==> config.mk <==
export PLATFORM = sky130hd
export DESIGN_NAME = fht_frame_sched
export DESIGN_NICKNAME = d
export VERILOG_FILES = /design/src/rtl/fht_sched_pkg.sv /design/src/rtl/fht_sched_unload.sv /design/src/rtl/fht_frame_sched.sv
export SDC_FILE = /design/constraint.sdc
export NUM_CORES = 1
export LEC_CHECK = 0
export ABC_AREA = 1
export CAP_MARGIN = 30
export CORE_MARGIN = 2
export CORE_UTILIZATION = 35
export DETAILED_ROUTE_END_ITERATION = 12
export GPL_TIMING_DRIVEN = 0
export RECOVER_POWER = 50
export SETUP_SLACK_MARGIN = 0.05
export SYNTH_ARGS = -nofsm -noshare
export SYNTH_HDL_FRONTEND = slang
export SYNTH_SLANG_ARGS = --single-unit
==> constraint.sdc <==
create_clock -name iCLK -period 4.15 [get_ports iCLK]
set_input_delay 0.6225 -clock iCLK [delete_from_list [all_inputs] [get_ports iCLK]]
set_output_delay 0.6225 -clock iCLK [all_outputs]
set_load 0.01 [all_outputs]
==> src/rtl/fht_sched_pkg.sv <==
// Shared types for the FHT frame scheduler: per-buffer ownership states,
// core handshake FSM states and bank identifiers.
package fht_sched_pkg;

  typedef enum logic [2:0] {
    BUF_EMPTY,
    BUF_FILLING,
    BUF_FULL,
    BUF_FHT,
    BUF_DONE,
    BUF_UNLOAD
  } buf_state_t;

  typedef enum logic [1:0] {
    CORE_IDLE,
    CORE_START,
    CORE_WAIT_LOW,
    CORE_WAIT_HIGH
  } core_state_t;

  localparam logic BANK_A = 1'b0;
  localparam logic BANK_B = 1'b1;

  function automatic logic next_bank(input logic bank);
    return (bank == BANK_A) ? BANK_B : BANK_A;
  endfunction

endpackage

==> src/rtl/fht_sched_unload.sv <==
// Unload side of the frame scheduler: read address counter plus an RD_LAT-deep
// delay line that realigns valid/last with data emerging from the RAM.
module fht_sched_unload
  import fht_sched_pkg::*;
#(
  parameter int N_BIT  = 11,
  parameter int RD_LAT = 2
) (
  input  logic             iCLK,
  input  logic             iRESET,
  input  logic             i_active,
  input  logic             i_out_ready,
  output logic             o_rd_en,
  output logic [N_BIT-1:0] o_addr,
  output logic             o_rd_last,
  output logic             o_out_valid,
  output logic             o_out_last
);

  localparam logic [N_BIT-1:0] ADDR_ONE  = N_BIT'(1);
  localparam logic [N_BIT-1:0] ADDR_LAST = '1;

  logic [N_BIT-1:0]  r_addr;
  logic [RD_LAT-1:0] r_vld_line;
  logic [RD_LAT-1:0] r_last_line;
  logic              w_rd_en;
  logic              w_rd_last;

  assign w_rd_en     = i_active & i_out_ready;
  assign w_rd_last   = w_rd_en & (r_addr == ADDR_LAST);
  assign o_rd_en     = w_rd_en;
  assign o_addr      = r_addr;
  assign o_rd_last   = w_rd_last;
  assign o_out_valid = r_vld_line[RD_LAT-1];
  assign o_out_last  = r_last_line[RD_LAT-1];

  always_ff @(posedge iCLK) begin
    if (iRESET) begin
      r_addr      <= '0;
      r_vld_line  <= '0;
      r_last_line <= '0;
    end else begin
      if (w_rd_en) r_addr <= r_addr + ADDR_ONE;
      // stage 0 of the read-latency line; later stages just follow
      r_vld_line[0]  <= w_rd_en;
      r_last_line[0] <= w_rd_last;
      for (int i = 1; i < RD_LAT; i++) begin
        r_vld_line[i]  <= r_vld_line[i-1];
        r_last_line[i] <= r_last_line[i-1];
      end
    end
  end

endmodule

==> src/rtl/fht_frame_sched.sv <==
// Ping/pong frame scheduler around the FHT core: loader, core start/handshake
// FSM and buffer ownership live here; the unloader is a sub-module.
module fht_frame_sched
  import fht_sched_pkg::*;
#(
  parameter int N_BIT  = 11,
  parameter int RD_LAT = 2,
  parameter int RDY_TO = 4
) (
  input  logic             iCLK,
  input  logic             iRESET,
  input  logic             iIN_VALID,
  output logic             oIN_READY,
  output logic             oLOAD_WE,
  output logic             oLOAD_BANK,
  output logic [N_BIT-1:0] oLOAD_ADDR,
  output logic             oFHT_START,
  output logic             oFHT_BANK,
  input  logic             iFHT_RDY,
  input  logic             iOUT_READY,
  output logic             oRD_EN,
  output logic             oUNLOAD_BANK,
  output logic [N_BIT-1:0] oUNLOAD_ADDR,
  output logic             oOUT_VALID,
  output logic             oOUT_LAST,
  output logic             oERR
);

  localparam int               CW        = $clog2(RDY_TO + 1);
  localparam logic [CW-1:0]    CNT_ONE   = CW'(1);
  localparam logic [CW-1:0]    CNT_LAST  = CW'(RDY_TO - 1);
  localparam logic [N_BIT-1:0] ADDR_ONE  = N_BIT'(1);
  localparam logic [N_BIT-1:0] ADDR_LAST = '1;

  buf_state_t       r_buf [0:1];
  core_state_t      r_core;
  logic             r_load_ptr;
  logic             r_fht_ptr;
  logic             r_unload_ptr;
  logic [N_BIT-1:0] r_load_addr;
  logic [CW-1:0]    r_cnt;
  logic             r_fht_start;
  logic             r_err;

  logic w_load_we;
  logic w_unl_active;
  logic w_rd_en;
  logic w_rd_last;

  assign oIN_READY    = (r_buf[r_load_ptr] == BUF_EMPTY) || (r_buf[r_load_ptr] == BUF_FILLING);
  assign w_load_we    = iIN_VALID & oIN_READY;
  assign w_unl_active = (r_buf[r_unload_ptr] == BUF_DONE) || (r_buf[r_unload_ptr] == BUF_UNLOAD);

  assign oLOAD_WE     = w_load_we;
  assign oLOAD_BANK   = r_load_ptr;
  assign oLOAD_ADDR   = r_load_addr;
  assign oFHT_START   = r_fht_start;
  assign oFHT_BANK    = r_fht_ptr;
  assign oUNLOAD_BANK = r_unload_ptr;
  assign oRD_EN       = w_rd_en;
  assign oERR         = r_err;

  fht_sched_unload #(
    .N_BIT  (N_BIT),
    .RD_LAT (RD_LAT)
  ) u_unload (
    .iCLK        (iCLK),
    .iRESET      (iRESET),
    .i_active    (w_unl_active),
    .i_out_ready (iOUT_READY),
    .o_rd_en     (w_rd_en),
    .o_addr      (oUNLOAD_ADDR),
    .o_rd_last   (w_rd_last),
    .o_out_valid (oOUT_VALID),
    .o_out_last  (oOUT_LAST)
  );

  // Each stage only ever touches the buffer its own pointer names, and the
  // state encoding keeps those pointers on distinct buffers when both act.
  always_ff @(posedge iCLK) begin
    if (iRESET) begin
      r_buf[0]     <= BUF_EMPTY;
      r_buf[1]     <= BUF_EMPTY;
      r_core       <= CORE_IDLE;
      r_load_ptr   <= BANK_A;
      r_fht_ptr    <= BANK_A;
      r_unload_ptr <= BANK_A;
      r_load_addr  <= '0;
      r_cnt        <= '0;
      r_fht_start  <= 1'b0;
      r_err        <= 1'b0;
    end else begin
      r_fht_start <= 1'b0;

      if (w_load_we) begin
        r_load_addr <= r_load_addr + ADDR_ONE;
        if (r_load_addr == ADDR_LAST) begin
          r_buf[r_load_ptr] <= BUF_FULL;
          r_load_ptr        <= next_bank(r_load_ptr);
        end else begin
          r_buf[r_load_ptr] <= BUF_FILLING;
        end
      end

      case (r_core)
        CORE_IDLE: begin
          if ((r_buf[r_fht_ptr] == BUF_FULL) && iFHT_RDY) begin
            r_buf[r_fht_ptr] <= BUF_FHT;
            r_fht_start      <= 1'b1;
            r_core           <= CORE_START;
          end
        end
        CORE_START: begin
          r_cnt  <= CNT_ONE;
          r_core <= CORE_WAIT_LOW;
        end
        CORE_WAIT_LOW: begin
          // once the core has timed out we park here until reset
          if (!r_err) begin
            if (!iFHT_RDY)             r_core <= CORE_WAIT_HIGH;
            else if (r_cnt == CNT_LAST) r_err <= 1'b1;
            else                        r_cnt <= r_cnt + CNT_ONE;
          end
        end
        CORE_WAIT_HIGH: begin
          if (iFHT_RDY) begin
            r_buf[r_fht_ptr] <= BUF_DONE;
            r_fht_ptr        <= next_bank(r_fht_ptr);
            r_core           <= CORE_IDLE;
          end
        end
        default: r_core <= CORE_IDLE;
      endcase

      if (w_rd_last) begin
        r_buf[r_unload_ptr] <= BUF_EMPTY;
        r_unload_ptr        <= next_bank(r_unload_ptr);
      end else if (w_rd_en) begin
        r_buf[r_unload_ptr] <= BUF_UNLOAD;
      end
    end
  end

endmodule

==> results_dict.tcl <==
set metrics [dict create \
    drt_first_iter_violations 105 \
    cts_max_level 2 \
    maxSlewViolCount 0 \
    dp_hpwl_um 3780 \
    dp.cells 421 \
    clkLatencyLatePin_ps 300 \
    startpoint_type "input pin" \
    post-cts-setup-buffers 0 \
    post-route-period-util_pct 76.7 \
    final_cells 429 \
    status "finished clean" \
    grt_setup_unrepaired "no" \
    synth_top_cell_by_area "dfxtp_1" \
    area_growth_pct 24.1 \
    p_per_area_nw_per_um2 381 \
    max_stage_delay_ps 620 \
    clock_skew_ps 6.29 \
    clk_path_buf_depth 2 \
    whs_ps 406 \
    power_switching_mw 0.284 \
    crit_chain "dlygate4sd3_1, nand2_1, inv_1, clkbuf_1, clkdlybuf4s50_1" \
    clk_pin_slew_worst_paths_ps 80 \
    final_util_pct 44.5 \
    syn_nets 323 \
    cts.repair.resized 0 \
    multi_input_area_um2 1070 \
    row_count 29 \
    drive_gt1_share_pct 5.68 \
    final_nets 365 \
    cap_violations 0 \
    synth_area_leaders "dfxtp_1, nand2_1, inv_1" \
    path_buf_inv 4 \
    crit_path_top_delay_cell "clkdlybuf4s50_1" \
    numCtsBuffers 5 \
    grt_util_all_layers_pct 15.1 \
    avgRoutedWirePerCell_um 11.6 \
    drt_first_pass_iters 4 \
    synth_area_um2 2250 \
    seq_power_share_pct 46.1 \
    seqCellArea_um2 941 \
    syn_avg_cell_area_um2 7.29 \
    hold_violations 0 \
    ys_types 31 \
    cp_max_fo 10 \
    ir_drop_mv 0.208 \
    drc 0 \
    max_freq_mhz 314 \
    cts_root_buf "clkbuf_8" \
    final_cell_mix "nand2_1, inv_1, dfxtp_1" \
    antenna_left 0 \
    ys.warnings.count 0 \
    diodes 0 \
    cts_hold_buffers 0 \
    p_clk_share_pct 36.3 \
    setup_violations 0 \
    first_global_vias 1946 \
    leakage_nw 1.15 \
    pwr-share-comb_pct 17.6 \
    wl_um 4990 \
    coreArea_um2 6280 \
    grt_start_max_net_pins 15 \
    critPathKind "in -> out" \
    fin_tns_setup_ps 0 \
    fill_cells 654 \
    antenna_found_initial 0 \
    cp.required_ps 3530 \
    dieArea_um2 7090 \
    pre_cts_slack_ps 1480 \
    swShare_pct 26.7 \
    crit_path_end_kind "output port" \
    dieHeight_um 84.2 \
    die_w_um 84.2 \
    finalWorstPathRequiredPeriod_ps 3180 \
    worst_pin_slew_ps 491 \
    port_buffers 35 \
    hold_class "reg -> reg" \
    grt_pass1_wl_um 8760 \
    dpl_cell_area_um2 2700 \
    p_int_mw 0.781 \
    initial_core_util_pct 35.9 \
    final_common_cell "nand2_1" \
    netlist.area_leader.share_pct 36.4 \
    reg2reg_slack_ps 2250 \
    cts_tree "done" \
    synth_seq_area_share_pct 41.8 \
    finalPower_mw 1.07 \
    grt_overflow 0 \
    arrival_ps 2560 \
    relSlewSlack_pct 67.3 \
    vias_per_cell 4.66 \
    synthesis.instances 309 \
    place_congestion 0.802 \
    fin_ws_ps 968 \
    cts.sinks 45 \
    ys_ff_latch 45 \
    io_pins 37 \
    vias 2000 \
    critical_path.top_delay_family "buffers and inverters" \
    fin_area_um2 2790 \
]
[synthesized netlist by cell type]
library cell,number
buf_6,1
nor2_1,31
nand2_2,5
a21oi_1,26
nor3_1,6
nand4_1,8
nand2_4,2
nor3_4,1
nor4_1,1
clkbuf_1,1
a21o_2,1
nor3b_1,2
xnor2_1,1
nand2_1,67
o21ai_1,1
o21ba_2,1
nand3_2,1
inv_2,4
dfxtp_1,41
nand3_1,18
ha_1,9
nor2_4,3
inv_1,45
edfxtp_1,4
a31oi_1,1
o31ai_1,2
buf_1,2
buf_2,1
o21ai_0,19
xor2_1,3
o21ai_2,1
[metal layers]
layer | GRT usage, % | wire (um)
met3 | 3.24 | 201
met4 | 4.40 | 55
met1 | 19.6 | 2370
met5 | 0 | 0
met2 | 25.4 | 2370
[area by class of cell]
cell class                      instances  area share (%)
Tap cell                               77            3.45
Clock inverter                          3            2.33
Multi-Input combinational cell        210            38.3
Inverter                               49            6.58
Buffer                                  5           0.672
Clock buffer                            5            2.46
Timing Repair Buffer                   35            12.5
Sequential cell                        45            33.7
[worst paths after layout]
kind,start,to,depth (start not counted)
min reg2reg,u_unload.r_last_line[0],u_unload.r_last_line[1],2
max reg2reg,r_buf[1][1],u_unload.o_addr[4],9
max,iOUT_READY,oRD_EN,5
min,u_unload.r_last_line[0],u_unload.r_last_line[1],2
[power by group through the flow]
| stage | sequential [mW] | combinational [mW] | clock (mW) |
|---|---|---|---|
| finish | 0.491 | 0.188 | 0.386 |
| global route | 0.496 | 0.220 | 0.418 |
| CTS | 0.491 | 0.198 | 0.400 |
| detailed placement | 0.501 | 0.197 | 0 |
| global placement | 0.501 | 0.194 | 0 |
| floorplan | 0.500 | 0.136 | 0 |
[cell families after synthesis]
logic type,count (synthesis),share of synthesized area [%]
simple gates,145,29.9
compound gates,52,12.4
flops,45,41.8
xor+xnor,4,1.56
buf+inv,54,9.39
fa+ha+maj,9,5.00
[sequential cells by signal, summed over array words and instances (netlist names), 2 cells and up, named ones only]
signal	count
u_unload.o_addr	11
u_unload.r_last_line	2
r_buf	6
oLOAD_ADDR	11
r_core	2
u_unload.r_vld_line	2
r_cnt	3
[worst register-to-register path: stages, from the launching register on]
cell	delay [ps]
dfxtp_1	330
inv_1	110
nand3_1	110
o21ai_2	80
nand2_1	250
inv_1	170
clkbuf_1	370
nand3_1	150
o21ai_0	170
a21oi_1	50
No activity file was read; power rests on OpenSTA's default activity.
